==> src/rtl/fp_mul_round.sv <==
// Normalize and round-to-nearest-even stage for the single-precision multiplier.
// Two-entry valid/ready pipeline: s1 normalizes the raw product, s2 rounds and range-checks it.
module fp_mul_round (
  input  logic        clk,
  input  logic        rst_n,
  input  logic        in_valid,
  output logic        in_ready,
  input  logic        in_sign,
  input  logic [8:0]  in_exp,
  input  logic [47:0] in_prod,
  input  logic        in_zero,
  output logic        out_valid,
  input  logic        out_ready,
  output logic [31:0] out_result,
  output logic        out_ovf,
  output logic        out_unf
);

  logic        s1_valid_reg;
  logic        s1_sign_reg;
  logic        s1_zero_reg;
  logic [9:0]  s1_exp_reg;
  logic [22:0] s1_frac_reg;
  logic        s1_guard_reg;
  logic        s1_sticky_reg;

  logic        s2_valid_reg;
  logic [31:0] s2_result_reg;
  logic        s2_ovf_reg;
  logic        s2_unf_reg;

  logic        s2_load;
  logic        s1_advance;
  logic        in_fire;

  logic [22:0] norm_frac;
  logic        norm_guard;
  logic        norm_sticky;
  logic [9:0]  norm_exp;

  logic        round_up;
  logic [23:0] frac_sum;
  logic [9:0]  rnd_exp;
  logic        rnd_ovf;
  logic        rnd_unf;
  logic [31:0] rnd_result;

  assign s2_load    = !s2_valid_reg || out_ready;
  assign s1_advance = s1_valid_reg && s2_load;
  assign in_ready   = !s1_valid_reg || s2_load;
  assign in_fire    = in_valid && in_ready;

  assign out_valid  = s2_valid_reg;
  assign out_result = s2_result_reg;
  assign out_ovf    = s2_ovf_reg;
  assign out_unf    = s2_unf_reg;

  // Leading one sits at bit 47 or 46; exponent is rebiased as a signed 10-bit value.
  always_comb begin
    norm_frac   = in_prod[45:23];
    norm_guard  = in_prod[22];
    norm_sticky = |in_prod[21:0];
    norm_exp    = {1'b0, in_exp} - 10'd127;
    if (in_prod[47]) begin
      norm_frac   = in_prod[46:24];
      norm_guard  = in_prod[23];
      norm_sticky = |in_prod[22:0];
      norm_exp    = {1'b0, in_exp} - 10'd126;
    end
  end

  // A rounding carry out of the fraction leaves frac_sum[22:0] at zero, so only exp moves.
  always_comb begin
    round_up   = s1_guard_reg && (s1_sticky_reg || s1_frac_reg[0]);
    frac_sum   = {1'b0, s1_frac_reg} + {23'd0, round_up};
    rnd_exp    = s1_exp_reg + {9'd0, frac_sum[23]};
    rnd_ovf    = 1'b0;
    rnd_unf    = 1'b0;
    rnd_result = {s1_sign_reg, rnd_exp[7:0], frac_sum[22:0]};
    if (s1_zero_reg) begin
      rnd_result = {s1_sign_reg, 31'd0};
    end else if ($signed(rnd_exp) >= 10'sd255) begin
      rnd_ovf    = 1'b1;
      rnd_result = {s1_sign_reg, 8'hFE, 23'h7FFFFF};
    end else if ($signed(rnd_exp) <= 10'sd0) begin
      rnd_unf    = 1'b1;
      rnd_result = {s1_sign_reg, 31'd0};
    end
  end

  always_ff @(posedge clk) begin
    if (!rst_n) begin
      s1_valid_reg <= 1'b0;
      s2_valid_reg <= 1'b0;
    end else begin
      if (in_fire) begin
        s1_valid_reg <= 1'b1;
      end else if (s1_advance) begin
        s1_valid_reg <= 1'b0;
      end
      if (s2_load) begin
        s2_valid_reg <= s1_valid_reg;
      end
    end
  end

  always_ff @(posedge clk) begin
    if (in_fire) begin
      s1_sign_reg   <= in_sign;
      s1_zero_reg   <= in_zero;
      s1_exp_reg    <= norm_exp;
      s1_frac_reg   <= norm_frac;
      s1_guard_reg  <= norm_guard;
      s1_sticky_reg <= norm_sticky;
    end
  end

  always_ff @(posedge clk) begin
    if (!rst_n) begin
      s2_result_reg <= 32'd0;
      s2_ovf_reg    <= 1'b0;
      s2_unf_reg    <= 1'b0;
    end else if (s1_advance) begin
      s2_result_reg <= rnd_result;
      s2_ovf_reg    <= rnd_ovf;
      s2_unf_reg    <= rnd_unf;
    end
  end

endmodule

==> config.mk <==
export PLATFORM = sky130hd
export DESIGN_NAME = fp_mul_round
export DESIGN_NICKNAME = d
export VERILOG_FILES = /design/src/rtl/fp_mul_round.sv
export SDC_FILE = /design/constraint.sdc
export NUM_CORES = 1
export LEC_CHECK = 0
export ABC_AREA = 1
export ABC_CLOCK_PERIOD_IN_PS = 3400
export CORE_MARGIN = 3
export CORE_UTILIZATION = 50
export DETAILED_ROUTE_END_ITERATION = 16
export DONT_BUFFER_PORTS = 1
export PLACE_DENSITY = 0.68
export SYNTH_ARGS = -nofsm -noshare
export SYNTH_HDL_FRONTEND = slang
export SYNTH_SLANG_ARGS = --single-unit
==> constraint.sdc <==
create_clock -name clk -period 3.4 [get_ports clk]
set_clock_uncertainty 0.2 [all_clocks]
set_input_delay 0.51 -clock clk [delete_from_list [all_inputs] [get_ports clk]]
set_output_delay 0.51 -clock clk [all_outputs]
set_load 0.01 [all_outputs]
==> flow_metrics.py, run 1 <==
metrics = {
    "global_routing": {
        "antenna_found_initial": 0,
        "use_met1_pct": 29.5,
        "grt_pass1_wl_um": 14900,
        "grt_pass1_vias": 3180,
        "grt_max_degree": 38,
        "top_usage_layer": "met2",
        "grt_usage_pct": 20.5,
        "grtUsageMet3_pct": 5.27,
        "grtUsageMet2_pct": 30.1,
        "overflow": 0,
    },
    "yosys": {
        "ys_warn_count": 0,
        "synth_cell_types": 36,
        "ys_seq_area_share_pct": 44.7,
        "synthCells": 558,
        "syn_area_per_cell_um2": 7.34,
        "synth_area_leaders": "edfxtp_1 27%, nand2_1 18%, dfxtp_1 18%",
        "synth-seq-cells": 73,
        "ys_top_cells_by_count": "194 x nand2_1, 68 x nor2_1, 58 x inv_1",
        "synth_area_um2": 4100,
        "synthFlopType": "edfxtp_1",
        "yosysMostFrequentCell": "nand2_1",
        "async_flop_share_pct": 0,
        "synth_edf_count": 37,
        "synth_area_leader_cell": "edfxtp_1",
        "synth_fp_nets": 626,
        "synth_top_area_share_pct": 27.1,
    },
    "detailed_routing": {
        "vias": 3513,
        "antenna_left": 0,
        "routedWlPerCell_um": 14.2,
        "routed_wl_um": 9630,
        "drt-initial-drc-count": 185,
        "remaining_drc_errors": 0,
        "via_per_inst": 5.17,
        "drtPass1Iterations": 5,
    },
    "floorplan": {
        "die_w_um": 96.5,
        "die_h_um": 96.5,
        "core_um2": 7850,
        "dieArea_um2": 9320,
        "rows": 32,
        "ioPinCount": 99,
        "start_util_pct": 52.2,
    },
    "min_path": {
        "hold_path.startpoint": "in_zero",
        "whs_endpoint": "s1_zero_reg",
        "min_path_type": "primary input to flop",
        "hold_depth": 0,
    },
    "clocking": {
        "cts_sinks": 73,
        "clock_latency_ns": 0.34,
        "root_buffer": "clkbuf_8",
        "h-tree-depth": 3,
        "cts_buffer_depth": 2,
        "cts_made_buffers": 9,
        "clkTransAtPathRegs_ns": 0.08,
        "cts_tree": "built",
    },
    "timing": {
        "slew_viol_final": 0,
        "finalSetupViolCount": 0,
        "hold_viol": 0,
        "fin_crit_ns": 3.15,
        "fin_hold_ws_ns": 0.0602,
        "tightest_slew_ns": 0.667,
        "max_freq_ghz": 0.318,
        "period_share_pct": 92.6,
        "max-slew-margin-rel_pct": 55.5,
        "worst_slack_ns": 0.252,
    },
    "run": {
        "maxCapViolations": 0,
    },
    "cells_and_area": {
        "diodes": 0,
        "drive_above_1_share_pct": 11.8,
        "layout.nets": 641,
        "final_core_utilization_pct": 58.9,
        "nFillCells": 772,
        "syn_to_final_growth_pct": 12.8,
        "largest_reg_flops": 32,
        "stdcell_count": 680,
    },
    "power": {
        "leakagePower_uw": 0.00215,
        "p_per_area_nw_per_um2": 420,
        "ir_drop_v": 0.000226,
    },
    "setup_path": {
        "r2r_setup_slack_ns": 0.25,
        "endpoint_kind": "flop",
        "r2r-end": "out_result[0]",
        "worstPathArrival_ns": 3.18,
        "r2r_start": "s1_frac_reg[4]",
        "crit_path_max_fanout": 14,
        "critical_path_class": "flop to flop",
        "start_kind": "flop",
        "ff2ff_path_depth": 24,
        "critPathRequiredTime_ns": 3.43,
    },
    "place": {
        "gp_congestion": 0.877,
        "pre_cts_slack_ns": -0.0124,
        "port_buffers": 0,
        "placed_cells_incl_taps": 654,
        "hpwl_um": 7180,
    },
    "run_status": {
        "status": "finished, final reports clean",
    },
}
## final cells by class
cell class	count	area, um^2	area share, %
multi-input cells	407	2020	43.8
well taps	102	128	2.76
flip-flops and latches	73	1830	39.6
clock inverters	3	18.8	0.406
inverters	61	229	4.95
clock buffers	13	190	4.11
repair buffers	21	201	4.36
## worst max-delay path, cell delays in order (launching register included)
cell and delay (ns):
edfxtp_1 0.37, nand2_2 0.08, nor2_4 0.14, nand2_4 0.08, nor2_4 0.11, nand2_2 0.09
nor2_4 0.09, nand4_1 0.12, nor3_2 0.22, ha_2 0.24, ha_4 0.15, nand2_2 0.08
inv_1 0.07, nand2_1 0.04, nand2_1 0.11, inv_1 0.05, nand3_1 0.07, nor2_1 0.04
nand2_1 0.05, nand2_1 0.10, nand3_4 0.12, buf_12 0.15, nand2_1 0.06, o21ai_1 0.15
inv_1 0.07
## what timing repair did
item                                    4_1_cts  5_1_grt
endpoints found under the setup margin        8       31
pin swaps                                     0        6
gates cloned                                  0        2
gates resized for setup                       3       17
hold buffers                                  0        0
buffers inserted                              0        8
## per-stage QoR
stage,total power [uW],area (um^2),setup TNS (ns)
detailed placement,1250,4240,-0.0369
CTS,1940,4470,0
global route,2030,4620,-0.357
global placement,1250,4240,0
floorplan,1200,4100,0
finish,1940,4620,0
## power by group
| group | internal, uW | total [uW] | switching [uW] |
|---|---|---|---|
| Sequential | 983 | 1040 | 54.3 |
| Combinational | 82.0 | 213 | 131 |
| Clock | 369 | 688 | 319 |
| Total | 1430 | 1940 | 505 |
## kinds of logic after synthesis
logic type / Yosys count / synth area share (%)
xor gates and xnor gates: 23 / 4.92
AOI/OAI and AO/OA: 36 / 5.07
DFF: 73 / 44.7
and+or+nand+nor: 343 / 36.0
adders and majority gates: 5 / 1.53
buffers and inverters: 78 / 7.76
## metal layers
| layer | part of all wire [%] | vias to the layer above |
|---|---|---|
| li1 | - | 1810 |
| met1 | 47 | 1549 |
| met2 | 43 | 142 |
| met3 | 9.1 | 12 |
| met4 | 1.0 | 0 |
| met5 | 0 | - |
## layout by cell type, fill, tap and decap left out, drive strengths merged
master,netlist,layout
nor2,76,76
buf,6,20
nor3,5,5
inv,60,61
nor4,5,5
and2,1,1
o21a,3,3
o211ai,1,1
clkinvlp,0,1
nor3b,1,1
xnor2,10,10
dfxtp,36,36
a31oi,6,6
nand3,44,44
nand2,200,200
a21oi,5,5
clkinv,1,2
o2111ai,1,1
clkbuf,11,14
ha,5,5
nand4,10,10
o21ai,19,19
o21bai,1,1
xor2,13,13
edfxtp,37,37
or2,1,1
## worst max path at each step
stage	startpoint	endpoint	slack [ns]	cells after the start
2_1_floorplan	s1_frac_reg[2]	out_result[25]	0.28	21
3_3_place_gp	s1_frac_reg[1]	out_result[21]	0.12	22
3_5_place_dp	s1_frac_reg[1]	out_result[0]	-0.01	21
4_1_cts	s1_frac_reg[1]	out_result[0]	0.02	24
5_1_grt	s1_frac_reg[4]	out_result[10]	-0.05	21
6_report	s1_frac_reg[4]	out_result[0]	0.25	24
No activity file was read; power rests on OpenSTA's default activity.
==> run 2, diff against run 1 <==
- ABC_CLOCK_PERIOD_IN_PS: 3400 -> 3300
- clock period: 3.4 -> 3.3 ns (I/O delays scaled with it)
==> run 2 against run 1 <==
Utilization is 1.5 points higher. Sequential share of layout area fell by 0.95 points. Sequential cell count unchanged.
==> flow_metrics.py, run 2 (same netlist as run 1, synthesis figures left out) <==
metrics = {
    "timing": {
        "slew_viol_final": 0,
        "finalSetupViolCount": 0,
        "period_share_pct": 95.5,
        "max-slew-margin-rel_pct": 57.4,
        "fin_hold_ws_ns": 0.0462,
        "fin_crit_ns": 3.15,
        "tightest_slew_ns": 0.638,
        "rsz0062_at_grt": "true",
        "max_freq_ghz": 0.317,
        "hold_viol": 0,
        "tns_ns": 0,
    },
    "cells_and_area": {
        "mostFrequentLayoutCells": "181 x nand2_1, 63 x nor2_1, 56 x inv_1, 39 x nand3_1, 37 x edfxtp_1",
        "syn_to_final_growth_pct": 15.6,
        "final_common_cell": "nand2_1",
        "nFillCells": 716,
        "diodes": 0,
        "layout.nets": 641,
        "drive_above_1_share_pct": 14.4,
        "largest_reg_flops": 32,
    },
    "power": {
        "sw_frac_of_total_pct": 25.3,
        "p_switching_uw": 520,
        "share_seq_of_total_power_pct": 52.0,
        "ir_drop_v": 0.000300,
        "leakagePower_uw": 0.00218,
        "p_per_area_nw_per_um2": 433,
        "clockPowerShare_pct": 36.8,
        "internal-power_uw": 1530,
        "p_comb_share_pct": 11.1,
    },
    "setup_path": {
        "start_kind": "flop",
        "r2r_setup_slack_ns": 0.15,
        "r2r_start": "s1_frac_reg[4]",
        "crit_path_max_fanout": 5,
        "ff2ff_path_depth": 21,
        "worstPathArrival_ns": 3.16,
        "critPathRequiredTime_ns": 3.31,
        "endpoint_kind": "flop",
        "r2r-end": "out_result[23]",
        "critical_path_class": "flop to flop",
    },
    "detailed_routing": {
        "via_per_inst": 5.11,
        "antenna_left": 0,
        "remaining_drc_errors": 0,
        "drt-initial-drc-count": 128,
        "routedWlPerCell_um": 14.5,
        "routed_wl_um": 9870,
        "vias": 3477,
        "drtPass1Iterations": 4,
    },
    "global_routing": {
        "overflow": 0,
        "antenna_found_initial": 0,
        "grtUsageMet3_pct": 5.19,
        "grtUsageMet2_pct": 32.6,
        "top_usage_layer": "met2",
        "grt_pass1_vias": 3284,
        "use_met1_pct": 29.5,
        "grt_usage_pct": 21.1,
        "grt_max_degree": 38,
        "grt_pass1_wl_um": 15300,
    },
    "place": {
        "gp_congestion": 0.930,
        "port_buffers": 0,
        "hpwl_um": 7280,
    },
    "clocking": {
        "h-tree-depth": 3,
        "cts_tree": "built",
        "cts_sinks": 73,
        "cts_made_buffers": 9,
        "root_buffer": "clkbuf_8",
        "cts_buffer_depth": 2,
        "clkTransAtPathRegs_ns": 0.08,
        "clock_latency_ns": 0.34,
        "hold_buffers": 0,
    },
    "floorplan": {
        "core_um2": 7850,
        "dieArea_um2": 9320,
        "rows": 32,
        "die_h_um": 96.5,
        "die_w_um": 96.5,
        "ioPinCount": 99,
        "start_util_pct": 52.2,
    },
    "min_path": {
        "hold_depth": 0,
        "hold_path.startpoint": "in_zero",
        "whs_endpoint": "s1_zero_reg",
        "min_path_type": "primary input to flop",
    },
    "run": {
        "maxCapViolations": 0,
    },
    "run_status": {
        "status": "finished, final reports clean",
    },
}
-- run 2: changes by cell type in the layout (fill, tap and decap cells not counted), sizes merged --
cell    before  now
inv         61   60
clkbuf      14   16
buf         20   19
-- run 2: timing repair --
| action | CTS | global route |
|---|---|---|
| cloned | 0 | 2 |
| endpoints found under the setup margin | 20 | 33 |
| pin swaps | 1 | 16 |
| buffers inserted | 2 | 4 |
| gates resized for setup | 1 | 38 |
-- run 2: per-layer routing --
metal	vias to the layer above	wire, um
met3	2	876
met1	1541	4490
li1	1806	-
met2	128	4460
met4	0	38
met5	-	0
-- run 2: worst max-delay path: stages (launching register included) --
cell and delay, ns:
edfxtp_1 0.38, nand2_2 0.08, nor2_4 0.13, nand2_2 0.09, nor2_4 0.13, nand2_2 0.09
nor2_4 0.09, nand4_1 0.12, nor3_2 0.22, ha_2 0.23, buf_4 0.12, inv_1 0.06
nor2_4 0.13, nand3_1 0.11, and2_4 0.19, nor2_4 0.10, nand3_4 0.13, buf_4 0.18
nand3_1 0.07, nor2_1 0.05, nor2_1 0.07, nor2_1 0.04
-- run 2: worst max-delay path by stage --
stage                   startpoint              to  slack, ns  cells past startpoint
finish              s1_frac_reg[4]  out_result[23]       0.15                     21
global route        s1_frac_reg[2]  out_result[19]      -0.15                     22
CTS                 s1_frac_reg[2]  out_result[15]       0.03                     22
detailed placement  s1_frac_reg[2]  out_result[23]      -0.08                     22
global placement    s1_frac_reg[1]   out_result[0]       0.07                     21
floorplan           s1_frac_reg[2]  out_result[25]       0.18                     21
-- run 2: cell type report --
type | count | area [um^2] | area share [%]
Sequential cell | 73 | 1830 | 38.7
Clock inverter | 2 | 12.5 | 0.264
Tap cell | 102 | 128 | 2.69
Clock buffer | 14 | 216 | 4.57
Multi-Input combinational cell | 407 | 2080 | 44.0
Timing Repair Buffer | 21 | 234 | 4.94
Inverter | 61 | 229 | 4.83
-- run 2: power by group through the flow --
stage	clock (uW)	sequential, uW	combinational (uW)
after detailed placement	0	1090	208
after CTS	766	1070	210
after floorplan	0	1070	165
after global placement	0	1080	206
final	755	1070	228
after global routing	806	1080	262
-- run 2: metrics by stage --
stage          setup WS, ns  instances  power (uW)  util (%)  area (um^2)
2_1_floorplan         0.177        558        1240         -         4100
3_3_place_gp         0.0653        656        1290      54.3         4260
3_5_place_dp        -0.0822        656        1290      54.3         4260
4_1_cts              0.0318        674        2040      57.6         4520
5_1_grt              -0.152        680        2140      60.3         4740
6_report              0.147        680        2050      60.3         4740
==> run 3, diff against run 2 <==
- CORE_ASPECT_RATIO: unset -> 1.5
==> run 3 against run 2 <==
Register-to-register slack improved by 0.02 ns. Critical endpoint is now out_result[20]. Worst hold slack gained 0.0090 ns. Final cell count grew 0.29%. Die area grew 0.24%. Fmax grew 0.75%. Clock power increased by 21%. Utilization rose by 0.55 points. Via count grew 0.14%.
==> flow_metrics.py, run 3 (same netlist as run 1, synthesis figures left out) <==
metrics = {
    "cells_and_area": {
        "mostFrequentLayoutCells": "186 x nand2_1, 66 x nor2_1, 57 x inv_1, 41 x nand3_1, 37 x edfxtp_1",
        "drive_above_1_share_pct": 12.8,
        "post-route-cell-area_um2": 4750,
        "nFillCells": 739,
        "layout.nets": 643,
        "diodes": 0,
        "final_core_utilization_pct": 60.9,
        "register_area_um2": 1830,
        "largest_reg_flops": 32,
        "syn_to_final_growth_pct": 16.1,
        "final_common_cell": "nand2_1",
        "multi_input_area_um2": 2050,
    },
    "setup_path": {
        "start_kind": "flop",
        "ff2ff_path_depth": 22,
        "critical_path_class": "flop to flop",
        "critPathRequiredTime_ns": 3.33,
        "crit_path_max_fanout": 7,
        "worstPathArrival_ns": 3.16,
        "endpoint_kind": "flop",
    },
    "global_routing": {
        "antenna_found_initial": 0,
        "overflow": 0,
        "grt_pass1_wl_um": 14500,
        "grt_usage_pct": 19.8,
        "grt_max_degree": 37,
        "grt_pass1_vias": 3228,
    },
    "run": {
        "maxCapViolations": 0,
    },
    "floorplan": {
        "dieArea_um2": 9340,
        "core_um2": 7810,
        "rows": 39,
        "ioPinCount": 99,
        "start_util_pct": 52.5,
        "die_h_um": 117,
        "die_w_um": 79.9,
    },
    "clocking": {
        "clkTransAtPathRegs_ns": 0.06,
        "clock_latency_ns": 0.33,
        "hold_buffers": 0,
        "cts_sinks": 73,
        "cts_made_buffers": 9,
        "cts_buffer_depth": 2,
        "h-tree-depth": 3,
        "cts_tree": "built",
        "root_buffer": "clkbuf_16",
    },
    "detailed_routing": {
        "antenna_left": 0,
        "drtPass1Iterations": 4,
        "drt-initial-drc-count": 135,
        "routed_wl_um": 9280,
        "via_per_inst": 5.11,
        "routedWlPerCell_um": 13.6,
        "remaining_drc_errors": 0,
        "vias": 3482,
    },
    "min_path": {
        "hold_depth": 0,
        "min_path_type": "primary input to flop",
    },
    "timing": {
        "max_freq_ghz": 0.320,
        "hold_viol": 0,
        "max-slew-margin-rel_pct": 53.0,
        "period_share_pct": 94.8,
        "tightest_slew_ns": 0.705,
        "finalSetupViolCount": 0,
        "slew_viol_final": 0,
        "rsz0062_at_grt": "true",
        "worst_slack_ns": 0.171,
        "fin_crit_ns": 3.13,
    },
    "power": {
        "ir_drop_v": 0.000315,
        "p_per_area_nw_per_um2": 462,
        "power_uw": 2200,
        "leakagePower_uw": 0.00220,
    },
    "place": {
        "pre_cts_slack_ns": -0.00204,
        "hpwl_um": 7000,
        "gp_congestion": 0.852,
        "place_area_um2": 4250,
        "port_buffers": 0,
    },
    "run_status": {
        "status": "finished, final reports clean",
    },
}
-- run 3: area by class of cell --
cell class	instances	share of cell area, %
Timing Repair Buffer	23	4.79
Inverter	61	4.82
Sequential cell	73	38.5
Clock inverter	2	0.237
Clock buffer	14	5.76
Tap cell	102	2.68
Multi-Input combinational cell	407	43.2
-- run 3: worst max-delay path, stage by stage, from the launching register on --
cell	delay [ns]
edfxtp_1	0.37
nand2_2	0.07
nor2_2	0.13
nand2_2	0.10
nor2_4	0.12
nand2_2	0.08
nor2_4	0.09
nand4_1	0.13
nor3_2	0.21
ha_2	0.23
ha_4	0.16
nand2_4	0.07
nor2_4	0.12
nand3_2	0.07
nand2_2	0.09
nand2_4	0.06
nor2_4	0.13
nand3_4	0.15
buf_6	0.17
nand4_1	0.10
nand3_1	0.09
nand2_1	0.07
inv_1	0.04
-- run 3: timing repair --
action                     4_1_cts  5_1_grt
setup endpoints to repair        1       32
cloned                           0        3
gates resized for setup          1       24
pin swaps                        0       19
setup buffers                    0        7
-- run 3: power by group --
group | switching (uW) | internal (uW) | total [uW]
sequential | 52.6 | 1020 | 1070
combinational | 136 | 84.9 | 221
clock | 340 | 569 | 910
-- run 3: final timing paths --
path,start,endpoint,slack (ns)
max reg2reg,s1_frac_reg[1],out_result[20],0.17
min,in_zero,s1_zero_reg,0.06
max,s1_frac_reg[1],out_result[20],0.17
min reg2reg,s1_sign_reg,out_result[31],0.30
-- run 3: per-layer routing --
layer | vias up | track usage [%] | wire, um
met3 | 14 | 3.91 | 604
met2 | 117 | 33.6 | 4630
met4 | 0 | 9.24 | 189
met5 | - | 0 | 0
li1 | 1811 | - | -
met1 | 1540 | 24.1 | 3850
-- run 3: metrics by stage --
| stage | setup TNS [ns] | instances | hold WS, ns |
|---|---|---|---|
| 6_report | 0 | 682 | 0.0551 |
| 5_1_grt | -1.63 | 682 | 0.0442 |
| 3_3_place_gp | 0 | 656 | 0.279 |
| 3_5_place_dp | -0.00204 | 656 | 0.296 |
| 4_1_cts | 0 | 672 | 0.0476 |
| 2_1_floorplan | 0 | 558 | 0.269 |
